$ cat src/rtl/sequencer_pkg.sv
`default_nettype none
// ----------------------------------------------------------------------------
// sequencer_pkg: state encoding, default phase map and config checks
// Revision: 1.0
// ----------------------------------------------------------------------------
package sequencer_pkg;

  typedef enum logic [1:0] {
    IDLE  = 2'd0,
    RUN   = 2'd1,
    STEP  = 2'd2,
    DRAIN = 2'd3
  } seq_state_t;

  localparam int PERIOD        = 6;
  localparam int IMEM_PHASE    = 1;
  localparam int DMEM_PHASE    = 3;
  localparam int REGFILE_PHASE = 4;

  function automatic bit cfg_ok(int period, int imem, int dmem, int regf, int cnt_w);
    return (period >= 3) && (period <= 15) &&
           (imem >= 0) && (imem < period) &&
           (dmem >= 0) && (dmem < period) &&
           (regf >= 0) && (regf < period) &&
           ((1 << cnt_w) >= period);
  endfunction

  // `last` is high while the phase counter sits on PERIOD-1.
  function automatic seq_state_t next_state(seq_state_t cur, logic run, logic step,
                                            logic last);
    seq_state_t nxt;
    nxt = cur;
    case (cur)
      IDLE:    if (run) nxt = RUN; else if (step) nxt = STEP;
      // Dropping run on the final phase ends the cycle right there, rather
      // than draining a whole extra processor cycle.
      RUN:     if (!run) nxt = last ? IDLE : DRAIN;
      STEP:    if (last) nxt = IDLE;
      DRAIN:   if (run) nxt = RUN; else if (last) nxt = IDLE;
      default: nxt = IDLE;
    endcase
    return nxt;
  endfunction

endpackage
`default_nettype wire

$ cat src/rtl/phase_sequencer_mod_counter.sv
`default_nettype none
// ----------------------------------------------------------------------------
// mod_counter: modulo-MODULUS counter with enable, sync clear and terminal count
// Revision: 1.0
// ----------------------------------------------------------------------------
module mod_counter #(
  parameter int MODULUS = 6,
  parameter int WIDTH   = 4
) (
  input  logic             clock,
  input  logic             reset,
  input  logic             en,
  input  logic             clr,
  output logic [WIDTH-1:0] count,
  output logic [WIDTH-1:0] count_next,
  output logic             tc
);

  localparam logic [WIDTH-1:0] LAST = WIDTH'(MODULUS - 1);

  assign tc = (count == LAST);

  // The next value is exported so the owner can register decodes of it.
  always_comb begin
    count_next = count;
    if (clr)
      count_next = '0;
    else if (en)
      count_next = tc ? '0 : count + WIDTH'(1);
  end

  always_ff @(posedge clock or negedge reset) begin
    if (!reset)
      count <= '0;
    else
      count <= count_next;
  end

endmodule
`default_nettype wire

$ cat src/rtl/phase_sequencer.sv
`default_nettype none
// ----------------------------------------------------------------------------
// phase_sequencer: splits the master clock into processor cycles with phase strobes
// Revision: 1.0
// ----------------------------------------------------------------------------
module phase_sequencer
  import sequencer_pkg::*;
#(
  parameter int PERIOD        = sequencer_pkg::PERIOD,
  parameter int IMEM_PHASE    = sequencer_pkg::IMEM_PHASE,
  parameter int DMEM_PHASE    = sequencer_pkg::DMEM_PHASE,
  parameter int REGFILE_PHASE = sequencer_pkg::REGFILE_PHASE,
  parameter int CNT_W         = 4
) (
  input  logic             clock,
  input  logic             reset,
  input  logic             run,
  input  logic             step,
  output logic [CNT_W-1:0] phase,
  output logic             imem_en,
  output logic             dmem_en,
  output logic             regfile_en,
  output logic             processor_en,
  output logic             busy,
  output logic             step_done,
  output logic [31:0]      cycle_count
);

  if (!cfg_ok(PERIOD, IMEM_PHASE, DMEM_PHASE, REGFILE_PHASE, CNT_W)) begin : g_bad_cfg
    $error("phase_sequencer: illegal PERIOD / phase / CNT_W combination");
  end

  localparam logic [CNT_W-1:0] IMEM_P = CNT_W'(IMEM_PHASE);
  localparam logic [CNT_W-1:0] DMEM_P = CNT_W'(DMEM_PHASE);
  localparam logic [CNT_W-1:0] REGF_P = CNT_W'(REGFILE_PHASE);
  localparam logic [CNT_W-1:0] LAST_P = CNT_W'(PERIOD - 1);

  seq_state_t       state;
  seq_state_t       state_next;
  logic [CNT_W-1:0] phase_next;
  logic             last;
  logic             count_en;
  logic             count_clr;
  logic             active_next;

  assign count_en  = (state != IDLE);
  assign count_clr = (state == IDLE);

  mod_counter #(
    .MODULUS (PERIOD),
    .WIDTH   (CNT_W)
  ) u_phase (
    .clock      (clock),
    .reset      (reset),
    .en         (count_en),
    .clr        (count_clr),
    .count      (phase),
    .count_next (phase_next),
    .tc         (last)
  );

  assign state_next  = next_state(state, run, step, last);
  assign active_next = (state_next != IDLE);

  // Outputs decode the upcoming state/phase so each one is a plain flop.
  always_ff @(posedge clock or negedge reset) begin
    if (!reset) begin
      state        <= IDLE;
      imem_en      <= 1'b0;
      dmem_en      <= 1'b0;
      regfile_en   <= 1'b0;
      processor_en <= 1'b0;
      busy         <= 1'b0;
      step_done    <= 1'b0;
      cycle_count  <= '0;
    end else begin
      state        <= state_next;
      imem_en      <= active_next && (phase_next == IMEM_P);
      dmem_en      <= active_next && (phase_next == DMEM_P);
      regfile_en   <= active_next && (phase_next == REGF_P);
      processor_en <= active_next && (phase_next == LAST_P);
      busy         <= active_next;
      step_done    <= (state_next == STEP) && (phase_next == LAST_P);
      cycle_count  <= cycle_count + 32'(processor_en);
    end
  end

endmodule
`default_nettype wire

$ cat config.mk
export PLATFORM = sky130hd
export DESIGN_NAME = phase_sequencer
export DESIGN_NICKNAME = d
export VERILOG_FILES = /design/src/rtl/sequencer_pkg.sv /design/src/rtl/phase_sequencer_mod_counter.sv /design/src/rtl/phase_sequencer.sv
export SDC_FILE = /design/constraint.sdc
export NUM_CORES = 1
export LEC_CHECK = 0
export ABC_CLOCK_PERIOD_IN_PS = 2150
export CORE_MARGIN = 2
export CORE_UTILIZATION = 34
export DETAILED_ROUTE_END_ITERATION = 7
export PLACE_DENSITY = 0.59
export SLEW_MARGIN = 25
export SYNTH_ARGS = -nofsm -noshare
export SYNTH_HDL_FRONTEND = slang
export SYNTH_SLANG_ARGS = --single-unit
$ cat constraint.sdc
create_clock -name clock -period 2.15 [get_ports clock]
set_input_delay 0.43 -clock clock [delete_from_list [all_inputs] [get_ports clock]]
set_output_delay 0.43 -clock clock [all_outputs]
set_load 0.01 [all_outputs]
* Word level (Yosys, flattened, before mapping)
Cells that the tools add are included.
Word-level totals: register bits 44, bits in latches 0, memory bits (writable) 0, memory bits (read-only) 0, input bits 4, memories 0
Operators by class: add/subtract/negate cells 2, multiply operators 0, div/mod/pow operators 0, $lt $le $gt $ge 0, equal/unequal tests 9, shift operators 0, muxes and demuxes 10, bitwise operators 0, reduce and logical (&&, ||, !) cells 8
Operators by type and width (count):
- adder 32 x 1 -> 32 bit | 1
- == test 4 x 3 -> 1 bit, second input constant | 3
- 2-to-1 mux 2 bit | 6
- 2-to-1 mux 4 bit | 3
- one-hot mux 2 bit (4 select lines) | 1
- == test 2 bit, second input constant | 3
- logical AND 1 bit | 5
- adder 4 x 1 -> 4 bit, second input constant | 1
- == test 4 x 1 -> 1 bit, second input constant | 1
- == test 4 x 2 -> 1 bit, second input constant | 1
- nonzero test 2 bit | 2
- == test 2 x 1 -> 1 bit, second input constant | 1
- zero test 2 bit | 1

* Depth between registers and ports, before layout
depth in word-level cells 6, gate-level depth with buffers 6

* Cells and area by module
Synthesis repeated with hierarchy kept, for this count alone.
Second synthesis, totals: cells, all modules 172, area, all modules 1953.1 um^2
By module, submodules not included:
- phase_sequencer | instances 1, cells an instance 152, area an instance 1756.7 um^2
- mod_counter | instances 1, cells an instance 20, area an instance 196.4 um^2

* Least setup slack after synthesis
No wires, ideal clock.
kind flip-flop to flip-flop, from register processor_en, to register cycle_count[28], library setup time 0.126 ns, arrival time 1.521 ns, data required time 2.024 ns, setup slack 0.503 ns, stages on the path, launching flop included 7, path buffers 0, path through dfrtp_1 > ha_1 > ha_1 > nand4_1 > nor3_4 > nand4_1 > xnor2_1
On the way: cells in the longest elaborated chain, start to end 1
Ends and longest elaborated chain:
- start, declared | RTL line phase_sequencer.sv:23 | output logic processor_en,
- start signal, assigned | RTL line phase_sequencer.sv:81 | processor_en <= active_next && (phase_next == LAST_P);
- adder 32 x 1 -> 32 bit | RTL line phase_sequencer.sv:84 | cycle_count <= cycle_count + 32'(processor_en);
- end signal, assigned | RTL line phase_sequencer.sv:84
- end, declared | RTL line phase_sequencer.sv:26 | output logic [31:0] cycle_count
Every way passes these cells.

* Worst setup path after layout
Ends and elaborated chain as after synthesis.

==> impl_metrics.yaml <==
run_status:
  outcome: "finished, final reports clean"
min_path:
  hold_path.class: "in -> async"
pwr:
  finalPower_mw: 2.15
  leakage_nw: 1.11
  irDropWorstVdd_uv: 715
  p_per_area_nw_per_um2: 845
sta:
  slew-limit-headroom_pct: 53.0
  period_minus_slack_ps: 1840
  slew_violations: 0
  layout_worst_path_cycle_share_pct: 85.8
  clock.fmax_ghz: 0.542
  rsz0062_at_grt: "no"
  finClkSkew_ps: 8.93
  whs_ps: 177
  final-hold-violation-count: 0
  setup_violations: 0
  worstMarginPinSlew_ps: 705
  tns_ps: 0
layout:
  layout_common_cells: "44 x dfrtp_1, 44 x clkdlybuf4s50_1, 22 x xnor2_1, 17 x nand3_1"
  syn2layout_area_growth_pct: 33.3
  final_nets: 224
  drive_gt1_share_pct: 8.26
  diodes: 0
  fillers: 528
routing:
  wl_um: 3810
  drc: 0
  drtIter0Drc: 52
  final_antenna_net_count: 0
  vias_per_cell: 4.78
  vias: 1385
  wl_per_cell_um: 13.1
  drt-pass1-iter-count: 4
grt:
  grt_max_degree: 32
  grt_first_pass_wirelength_um: 6650
  antenna_found_initial: 0
  grt_usage_pct: 13.5
  grt_overflow: 0
  grt_pass1_vias: 1368
setup_path:
  max_stage_delay_ps: 380
  path_buf_inv: 0
  path_class: "reg -> reg"
  critical-path-top-delay-family: "simple AND/OR/NAND/NOR gates"
  setup.worst_path.end_class: "register"
  cp_max_fo: 10
  start_kind: "register"
  crit_slowest_cell: "nor3_4"
  arrival_ps: 2020
  cp.required_ps: 2330
  worstPathCellList: "ha_1 -> ha_1 -> nand4_1 -> nor3_4 -> nand4_1 -> xnor2_1"
placed_design:
  port_buffers: 45
  hpwlAfterDp_um: 2690
  gp_routability_congestion: 0.716
die:
  fp.dieW_um: 78.9
  die_h_um: 78.9
  boundaryPins: 46
  start_util_pct: 34.8
  rows: 27
  core-area_sq_um: 5470
  dieArea_sq_um: 6220
run:
  maxCapViolations: 0
synth:
  ys_seq_area_share_pct: 57.7
  synthCells: 165
  synth_fp_nets: 171
  synth_warnings: 0
  ys_ff_latch: 44
  syn_area_sq_um: 1910
  avgSynthCellArea_sq_um: 11.6
  synth_cell_types: 28
  synth_flop_cell: "dfrtp_1"
  synthArstFlopShare_pct: 100
  synth_edf_count: 0
cts:
  cts-root-buf: "clkbuf_8"
  cts_inserted_buffers: 5
  cts.repair.resized: 0
  cts_tree: "done"
  hold_buffers: 0
  cts_buffer_depth: 2
  clk_pin_slew_ps: 80
  cts_post_setup_buffers_inserted: 0
  htreeDepth: 2
  cts.sink_count: 44
  insertion_delay_ps: 290
[synth_stat cells (2+ instances only)]
cell      instances  share of area [%]
and3_1            5                1.6
nor2_1           12                2.4
clkbuf_1          3               0.59
nand2_1          12                2.4
xor2_1            9                4.1
o21ai_0           3               0.79
a21oi_1           3               0.79
nand3_1          17                4.5
ha_1              2                1.3
nand4_1          10                3.3
nor3_1            3               0.79
inv_1             3               0.59
and4_1            2               0.92
dfrtp_1          44                 58
nand2b_1          3               0.98
xnor2_1          22                 10
[flip-flops by register name, summed over array words and instances, names as in the netlist]
name,count
cycle_count,32
imem_en,1
processor_en,1
step_done,1
dmem_en,1
state,2
u_phase.count,4
busy,1
regfile_en,1
[report_power, final]
part	internal (mW)	switching [mW]
registers	0.950	0.135
clock network	0.220	0.274
logic	0.301	0.268
total	1.47	0.677
[layer usage]
layer / part of all wire (%) / wire, um / global-route usage (%) / vias up
met5: 0 / 0 / 0 / -
met4: 1.3 / 48 / 4.14 / 0
met3: 4.3 / 163 / 3.52 / 7
met2: 44 / 1670 / 20.7 / 33
met1: 51 / 1930 / 18.9 / 665
li1: - / - / - / 680
[worst register-to-register path: cells and delay by family, from the launching register on]
family,cells,cell delay [ps]
DFF,1,360
and+or+nand+nor,3,730
adders and majority gates,2,490
xor gates and xnor gates,1,160
[layout make-up]
type	count	area [sq um]	share of cell area [%]
multi-input cells	115	783	30.8
well taps	72	90.1	3.54
clock buffers	5	68.8	2.71
clock inverters	2	12.5	0.492
repair buffers	49	475	18.7
inverters	3	11.3	0.443
flip-flops and latches	44	1100	43.3
[kinds of logic (layout without fill, tap and decap cells)]
group / after synthesis / count (layout) / share of synthesized area (%)
simple gates: 73 / 73 / 22.6
flops: 44 / 44 / 57.7
xor+xnor: 31 / 31 / 14.2
compound gates: 9 / 9 / 2.89
buf+inv: 6 / 59 / 1.18
fa+ha+maj: 2 / 2 / 1.31
[path summary, 6_finish.rpt]
| check | start | end | slack, ps | cells after the start |
|---|---|---|---|---|
| worst max-delay path | processor_en | cycle_count[28] | 310 | 6 |
| min in group clock | cycle_count[31] | cycle_count[31] | 470 | 1 |
| worst min register to register | cycle_count[31] | cycle_count[31] | 470 | 1 |
| worst max register to register | processor_en | cycle_count[28] | 310 | 6 |
| max in group asynchronous | reset | cycle_count[30] | 1380 | 2 |
| worst min-delay path | reset | cycle_count[19] | 180 | 1 |
[stage by stage]
step / area (sq um) / std cells / setup WS (ps) / util (%)
floorplan: 1910 / 165 / 503 / -
global placement: 2460 / 283 / 408 / 45.0
detailed placement: 2460 / 283 / 334 / 45.0
CTS: 2540 / 290 / 277 / 46.5
global route: 2540 / 290 / 130 / 46.5
finish: 2540 / 290 / 306 / 46.5
Power figures use the tool's default switching activity.
